File: src/rtl/output_pulser_pkg.sv
// Shared types and constants for the output pulser and its per-channel FSM.
package output_pulser_pkg;

  // Per-channel pulse state: waiting, driving the pulse, or holding off.
  typedef enum logic [1:0] {
    IDLE   = 2'd0,
    ACTIVE = 2'd1,
    DEAD   = 2'd2
  } pulse_state_t;

  // Width of the per-channel phase counter; covers PULSE_LEN/DEAD_LEN up to 255.
  localparam int PULSE_CW = 8;

  // Ceiling of the lost-request counter.
  localparam logic [15:0] LOST_MAX = 16'hFFFF;

endpackage

File: src/rtl/output_pulser_channel.sv
// One output channel: a fixed-width pulse followed by a dead-time hold-off.
// A request arriving while the channel is busy is flagged as lost.
module pulse_channel
  import output_pulser_pkg::*;
#(
  parameter int PULSE_LEN = 4,
  parameter int DEAD_LEN  = 2
) (
  input  logic clk,
  input  logic rst_n,
  input  logic req,
  output logic q,
  output logic busy,
  output logic lost
);

  localparam logic [PULSE_CW-1:0] PULSE_LAST = PULSE_CW'(PULSE_LEN - 1);
  // Unused when DEAD_LEN is 0 because the channel never enters DEAD then.
  localparam logic [PULSE_CW-1:0] DEAD_LAST  = PULSE_CW'(DEAD_LEN - 1);

  pulse_state_t        state, state_n;
  logic [PULSE_CW-1:0] cnt, cnt_n;

  // Next-state, counter and lost-flag decode.
  // NOTE: every always_comb output gets a default first so no path can infer a latch.
  always_comb begin
    state_n = state;
    cnt_n   = cnt;
    lost    = 1'b0;
    case (state)
      IDLE: begin
        if (req) begin
          state_n = ACTIVE;
          cnt_n   = '0;
        end
      end
      ACTIVE: begin
        // A request during the pulse, including its final cycle, is dropped.
        lost = req;
        if (cnt == PULSE_LAST) begin
          cnt_n   = '0;
          state_n = (DEAD_LEN == 0) ? IDLE : DEAD;
        end else begin
          cnt_n = cnt + PULSE_CW'(1);
        end
      end
      DEAD: begin
        if (cnt == DEAD_LAST) begin
          // The edge that ends the hold-off is the first one allowed to
          // start the next pulse, so consecutive pulses are exactly
          // PULSE_LEN+DEAD_LEN apart.
          cnt_n   = '0;
          state_n = req ? ACTIVE : IDLE;
        end else begin
          lost  = req;
          cnt_n = cnt + PULSE_CW'(1);
        end
      end
      default: begin
        state_n = IDLE;
        cnt_n   = '0;
      end
    endcase
  end

  // State, counter and registered outputs; outputs follow the next state so
  // they change on the same edge as the FSM.
  // NOTE: sequential state uses non-blocking assignments only.
  always_ff @(posedge clk or negedge rst_n) begin
    if (!rst_n) begin
      state <= IDLE;
      cnt   <= '0;
      q     <= 1'b0;
      busy  <= 1'b0;
    end else begin
      state <= state_n;
      cnt   <= cnt_n;
      q     <= (state_n == ACTIVE);
      busy  <= (state_n != IDLE);
    end
  end

endmodule

File: src/rtl/output_pulser.sv
// Output pulser top: edge detection on trigger/test inputs, request source
// selection, one pulse_channel per output, and a saturating lost counter.
module output_pulser
  import output_pulser_pkg::*;
#(
  parameter int WIDTH     = 32,
  parameter int PULSE_LEN = 4,
  parameter int DEAD_LEN  = 2
) (
  input  logic             clk,
  input  logic             rst_n,
  input  logic [WIDTH-1:0] trig,
  input  logic             enTS,
  input  logic             test_req,
  input  logic [WIDTH-1:0] ts_mask,
  input  logic             lost_clr,
  output logic [WIDTH-1:0] Q,
  output logic [WIDTH-1:0] busy,
  output logic [15:0]      lost_cnt
);

  logic [WIDTH-1:0] trig_d;
  logic             test_d;
  logic [WIDTH-1:0] req;
  logic [WIDTH-1:0] lost;
  logic [16:0]      lost_pop;
  logic [16:0]      lost_sum;

  // Previous-cycle copies for edge detection. They reset high so that a
  // level already asserted when reset releases is not seen as a new edge.
  always_ff @(posedge clk or negedge rst_n) begin
    if (!rst_n) begin
      trig_d <= '1;
      test_d <= 1'b1;
    end else begin
      trig_d <= trig;
      test_d <= test_req;
    end
  end

  // Request source: trigger edges in normal mode, masked test edge in test mode.
  always_comb begin
    if (enTS) req = {WIDTH{test_req & ~test_d}} & ts_mask;
    else      req = trig & ~trig_d;
  end

  for (genvar i = 0; i < WIDTH; i++) begin : g_chan
    pulse_channel #(
      .PULSE_LEN (PULSE_LEN),
      .DEAD_LEN  (DEAD_LEN)
    ) u_chan (
      .clk   (clk),
      .rst_n (rst_n),
      .req   (req[i]),
      .q     (Q[i]),
      .busy  (busy[i]),
      .lost  (lost[i])
    );
  end

  // Number of requests dropped this cycle across all channels.
  always_comb begin
    lost_pop = '0;
    for (int i = 0; i < WIDTH; i++) lost_pop = lost_pop + {16'd0, lost[i]};
  end

  assign lost_sum = {1'b0, lost_cnt} + lost_pop;

  // Saturating loss counter; a clear restarts it from this cycle's losses.
  always_ff @(posedge clk or negedge rst_n) begin
    if (!rst_n)            lost_cnt <= '0;
    else if (lost_clr)     lost_cnt <= lost_pop[15:0];
    else if (lost_sum[16]) lost_cnt <= LOST_MAX;
    else                   lost_cnt <= lost_sum[15:0];
  end

endmodule

File: config.mk
export PLATFORM = sky130hd
export DESIGN_NAME = output_pulser
export DESIGN_NICKNAME = d
export VERILOG_FILES = /design/src/rtl/output_pulser_pkg.sv /design/src/rtl/output_pulser_channel.sv /design/src/rtl/output_pulser.sv
export SDC_FILE = /design/constraint.sdc
export NUM_CORES = 1
export LEC_CHECK = 0
export CORE_MARGIN = 1
export CORE_UTILIZATION = 58
export CTS_CLUSTER_DIAMETER = 80
export DETAILED_ROUTE_END_ITERATION = 7
export PLACE_DENSITY_LB_ADDON = 0.2
export SKIP_LAST_GASP = 1
export SYNTH_ARGS = -nofsm -noshare
export SYNTH_HDL_FRONTEND = slang
export SYNTH_SLANG_ARGS = --single-unit
File: constraint.sdc
create_clock -name clk -period 17.99 [get_ports clk]
set_clock_uncertainty 0.05 [all_clocks]
set_input_delay 1.799 -clock clk [delete_from_list [all_inputs] [get_ports clk]]
set_output_delay 1.799 -clock clk [all_outputs]
set_load 0.005 [all_outputs]
After elaboration in Yosys (flattened, before gate mapping)
Cells that the tools add are included.
{ "word_totals": {"wordCells": 811, "output_inout_bits": 80, "ff_bits": 433} }
{ "op_classes": {"n_reduce_logical": 64, "mux": 355, "add_sub_neg": 64, "n_eq_ne": 192, "bitwise": 5} }
{ "ops": {"columns": ["cell", "n"], "rows": [
  ["$mux 8", 96],
  ["$pmux 8 s3", 32],
  ["$add 8x1->8 const B", 32],
  ["$eq 8x1->1 const B", 32],
  ["$eq 8x2->1 const B", 32],
  ["$add 17x1->17", 15],
  ["$mux 2", 96],
  ["$pmux 2 s3", 32],
  ["$eq 2x1->1 const B", 64],
  ["$and 32x32->32", 2],
  ["$eq 2x2->1 const B", 32],
  ["$logic_not 2->1", 32],
  ["$mux 1", 64],
  ["$ne 2x2->1 const B", 32],
  ["$pmux 1 s2", 32],
  ["$reduce_bool 2->1", 32],
  ["$mux 16", 2],
  ["$mux 32", 1],
  ["$not 32->32", 1],
  ["$add 16x1->17", 1],
  ["$add 16x17->17", 1],
  ["$add 15x1->16", 1],
  ["$add 14x1->15", 1],
  ["$add 13x1->14", 1],
  ["other kinds (14)", 14]
]} }

Depth between registers and ports, before layout
{ "logic_depth": {"ltp_word": 40, "ltp_mapped": 30} }

Hierarchy
Synthesis repeated with hierarchy kept, for this count alone.
{ "hier_totals": {"cells_unflattened": 2761, "area_unflattened_um2": 26885.8} }
{ "modules_own_cells": {"columns": ["mod", "n_inst", "cells_each", "seq_area_each_um2", "area_each_um2"], "rows": [
  ["pulse_channel (g_chan[0].u_chan ...)", 27, 75, 300.3, 735.7],
  ["output_pulser", 1, 331, 1267.5, 3225.6],
  ["pulse_channel (g_chan[6].u_chan ...)", 4, 82, 300.3, 760.7],
  ["pulse_channel (g_chan[5].u_chan)", 1, 77, 300.3, 753.2]
]} }

Least setup slack after synthesis
OpenSTA, ideal clock, no wires.
{ "synth_timing": {"path_type": "in2reg", "start": "input port enTS", "end": "register lost_cnt[15]", "path_buffers": 5, "stages": 28, "setup_ns": 0.138, "arrival_time_ns": 8.537, "slack_ns": 9.265, "path_cell_list": "buf_2 -> buf_6 -> buf_2 -> nor3b_1 -> a31oi_1 -> or3b_2 -> fa_1 -> fa_1 -> inv_1 -> fa_1 -> fa_1 -> fa_1 -> inv_1 -> fa_1 -> inv_1 -> ha_1 -> a21o_1 -> a21o_1 -> a21oi_1 -> nor2_1 -> ha_1 -> or2_2 -> clkbuf_1 -> and3_1 -> and3b_1 -> clkbuf_1 -> a31oi_1 -> a211oi_1"} }
{ "synth_between": {"elab_chain_len": 37, "elab_cells_between_ends": 99} }
{ "synth_lines": {"columns": ["item", "line", "text"], "rows": [
  ["start: declaration", "output_pulser.sv:13", "input logic enTS,"],
  ["$mux 32 (*)", "output_pulser.sv:43", "if (enTS) req = {WIDTH{test_req & ~test_d}} & ts_mask;"],
  ["$mux 1", "output_pulser_channel.sv:48", "if (cnt == DEAD_LAST) begin"],
  ["$pmux 1 s2", "output_pulser_channel.sv:30", "case (state)"],
  ["$add 1x1->2", "output_pulser.sv:64", "for (int i = 0; i < WIDTH; i++) lost_pop = lost_pop + {16'd0, lost[i]};"],
  ["$add 2x1->3", "output_pulser.sv:64", null],
  ["$add 3x1->4", "output_pulser.sv:64", null],
  ["$add 4x1->5", "output_pulser.sv:64", null],
  ["$add 5x1->6", "output_pulser.sv:64", null],
  ["(+8 left out)", null, null],
  ["$add 14x1->15", "output_pulser.sv:64", null],
  ["$add 15x1->16", "output_pulser.sv:64", null],
  ["$add 16x1->17", "output_pulser.sv:64", null],
  ["$add 17x1->17 (14 in series)", "output_pulser.sv:64", null],
  ["$add 17x1->17 (*)", "output_pulser.sv:64", null],
  ["$add 16x17->17", "output_pulser.sv:67", "assign lost_sum = {1'b0, lost_cnt} + lost_pop;"],
  ["$mux 16", "output_pulser.sv:73", "else if (lost_sum[16]) lost_cnt <= LOST_MAX;"],
  ["$mux 16 (*)", "output_pulser.sv:72", "else if (lost_clr) lost_cnt <= lost_pop[15:0];"],
  ["end signal: assignment", "output_pulser.sv:72", null],
  ["end signal: assignment", "output_pulser.sv:74", "else lost_cnt <= lost_sum[15:0];"],
  ["end: declaration", "output_pulser.sv:19", "output logic [15:0] lost_cnt"]
]} }
Mark *: on every way between the ends. The rest lies on a longest branch, timed or not.
A chain may end at the register's enable or synchronous reset.

Worst setup path after layout
{ "layout_timing": {"start": "input port enTS", "end": "register lost_cnt[13]"} }
The elaborated chain is that of the path after synthesis.

==> run metrics <==
H-tree depth 2; global route overflow 0; hold depth 2; CP bufs+invs 7; DR vias 21130; DR vias/cell 6.048; first-pass GRT wire length 99860 um; ANT nets after route 0; critical path data arrival time 10010 ps; Synth top area share 37.17%; post_cts resized 0; largest net degree at the start of global routing 158; GPL Wtd Cong 0.8836; R2R Path End lost_cnt[13]$_DFF_PN0_; reg-to-reg slack, setup 9890 ps; post-route cell area 0.03035 mm2; worst setup path class in -> reg; CP Launch Type input port; CP required 18410 ps; Max-slew headroom 37.67%; max cap viols 0; CTS Buf Count 49; clock buffer depth 3; Met2 Wirelength 29110 um; drt first-iter violations 1653; clock root cell clkbuf_16; post-synth cell types 92; gr usage total 25.29%; CP endpoint kind flip-flop; post-layout min period 9593 ps; Site Rows 78; HP Start g_chan[18].u_chan.cnt[1]$_DFFE_PN0P_; CP peak stage delay 590 ps; share of layout cells above drive strength 1 10.58%; period utilization 53.33%; Fmax achieved 104.2 MHz; CTS Sinks 433; Post-synth EDFFs 0; # DRC 0; die area 0.04729 mm2; Pins Over Slew Limit 0; mean post-synth cell area 9.817 um2; Worst-Margin Slew 934.9 ps; number of detailed-route iterations in the first pass 5; final core occ 66.59%; Routed WL per cell 17.01 um; CORE AREA 0.04558 mm2; Max rail drop VDD 0.09211 mV; crit path max-delay cell type fa_1; synthesized area 0.02693 mm2; Vert. Die Dim 217.5 um; most common cell after layout, fill and taps aside dfrtp_1; DP Wirelength 42380 um; metal3 WL 2788 um; Leak 13.88 nW; Port Buffers 148; final setup vio count 0; initial antenna violation count 3; M1 wire length 26090 um; Critical Path Source enTS; Post-layout nets 3153; Ys Warns 0; area delta synth->final 12.71%; highest routed layer met5; CTS clk-pin slew, worst paths 60 ps; Hold Buf Count CTS 0; CTS tree done; Yosys top cell by area dfrtp_1; cell repeated most along the worst path fa_1; worst setup margin 8397 ps; Pwr per Cell Area 127.5 mW/mm2; Hold Crit Class reg -> reg; Critical Path Fanout Max 54; asr flop ratio synth 100.0%; Post-Route WL 59410 um; Worst path top cell family by delay adder cells; post-CTS setup buffers 0; Initial Util 59.08%; Ports 149; most frequent cells in the layout 400 x dfrtp_1, 237 x inv_1, 205 x ha_1, 195 x o21ai_0, 178 x nor2_1; Worst-Skew Late Latency 580 ps; WHS Endpoint g_chan[18].u_chan.cnt[1]$_DFFE_PN0P_; Post-Syn Instances 2743; FF-to-FF Start g_chan[21].u_chan.cnt[1]$_DFFE_PN0P_; Post-Place Worst Slack 7870 ps; vias in the first global route 20990; post-synthesis sequential area ratio 40.39%; Worst Reg-to-Reg Cells 27; syn_nets 3042; most common flop cell mapped by yosys dfrtp_1; DIE WIDTH 217.5 um; Post-DP Area 0.02860 mm2; final number of hold-violating endpoints 0; post-synthesis register bit count 433; TNS Setup 0 ps; status finished, final reports clean; RSZ-0062 raised after global routing no; top cells by area, synth dfrtp_1 37%, ha_1 9.5%, a22o_1 4.7%, o21ai_0 3.6%, inv_1 3.3%
==> cells in the mapped netlist (47+ instances only) <==
library cell  number
and3_1           101
nor3_1            48
nor2b_1          107
nor3b_1           56
ha_1             205
buf_4             66
nand2_1          136
nand3_1           83
o21ai_0          195
a22o_1           143
a21oi_1          125
nor2_1           178
inv_1            237
a31oi_1           47
dfrtp_1          400
==> routing by layer <==
metal	vias to the layer above	track usage, %
met2	537	43.51
met4	4	8.286
li1	10140	-
met3	99	3.961
met5	-	0
met1	10350	32.49
==> metrics by stage <==
| step | hold slack [ps] | total power, mW | cells |
|---|---|---|---|
| floorplan | 437.9 | 2.392 | 2743 |
| global placement | 454.1 | 2.727 | 3403 |
| detailed placement | 466.3 | 2.793 | 3403 |
| CTS | 479.8 | 3.892 | 3492 |
| global route | 507.3 | 4.136 | 3493 |
| finish | 473.8 | 3.871 | 3493 |
==> tightest hold or removal path: cells and delay by family, from the launching register on <==
| kind | cells | cell delay (ps) |
|---|---|---|
| DFF | 1 | 380 |
| and+or+nand+nor | 1 | 60 |
| AOI/OAI and AO/OA | 1 | 60 |
==> cell families (layout without fill, tap and decap cells) <==
family	after synthesis	count (layout)	share of synthesized area, %
multiplexers	34	34	1.375
flip-flops	433	433	40.39
adder cells (fa/ha/maj)	230	230	11.38
buffers and inverters	332	481	5.710
XOR/XNOR	11	11	0.3578
AND/OR/NAND/NOR	902	902	18.48
other	0	1	0
AO/OA/AOI/OAI	801	801	22.30
==> where the power goes <==
group	switching (mW)	internal (mW)	leakage [nW]
clock network	0.414	0.662	0.864
logic	0.863	0.656	7.29
registers	0.130	1.15	5.73
==> state kept, by name (all words and copies together), names as in the netlist <==
register,flops
g_chan.u_chan.state,64
test_d,1
g_chan.u_chan.q,32
trig_d,32
g_chan.u_chan.cnt,256
lost_cnt,16
g_chan.u_chan.busy,32
==> cell type report <==
type,count,area [um2]
repair buffers,155,1562
flip-flops and latches,433,10880
well taps,600,750.7
clock inverters,27,352.8
inverters,237,889.6
clock buffers,62,1395
fillers,3528,15230
diodes,1,2.502
multi-input cells,1978,14520
==> worst max-delay path by stage <==
| stage | endpoint | slack (ps) | cells after the start |
|---|---|---|---|
| detailed placement | lost_cnt[13]$_DFF_PN0_ | 7870 | 25 |
| global placement | lost_cnt[13]$_DFF_PN0_ | 8030 | 25 |
| finish | lost_cnt[13]$_DFF_PN0_ | 8400 | 25 |
| CTS | lost_cnt[13]$_DFF_PN0_ | 8430 | 25 |
| global route | lost_cnt[13]$_DFF_PN0_ | 8060 | 25 |
| floorplan | lost_cnt[15]$_DFF_PN0_ | 9270 | 28 |
Note: power is estimated with default switching activity, not from simulation.
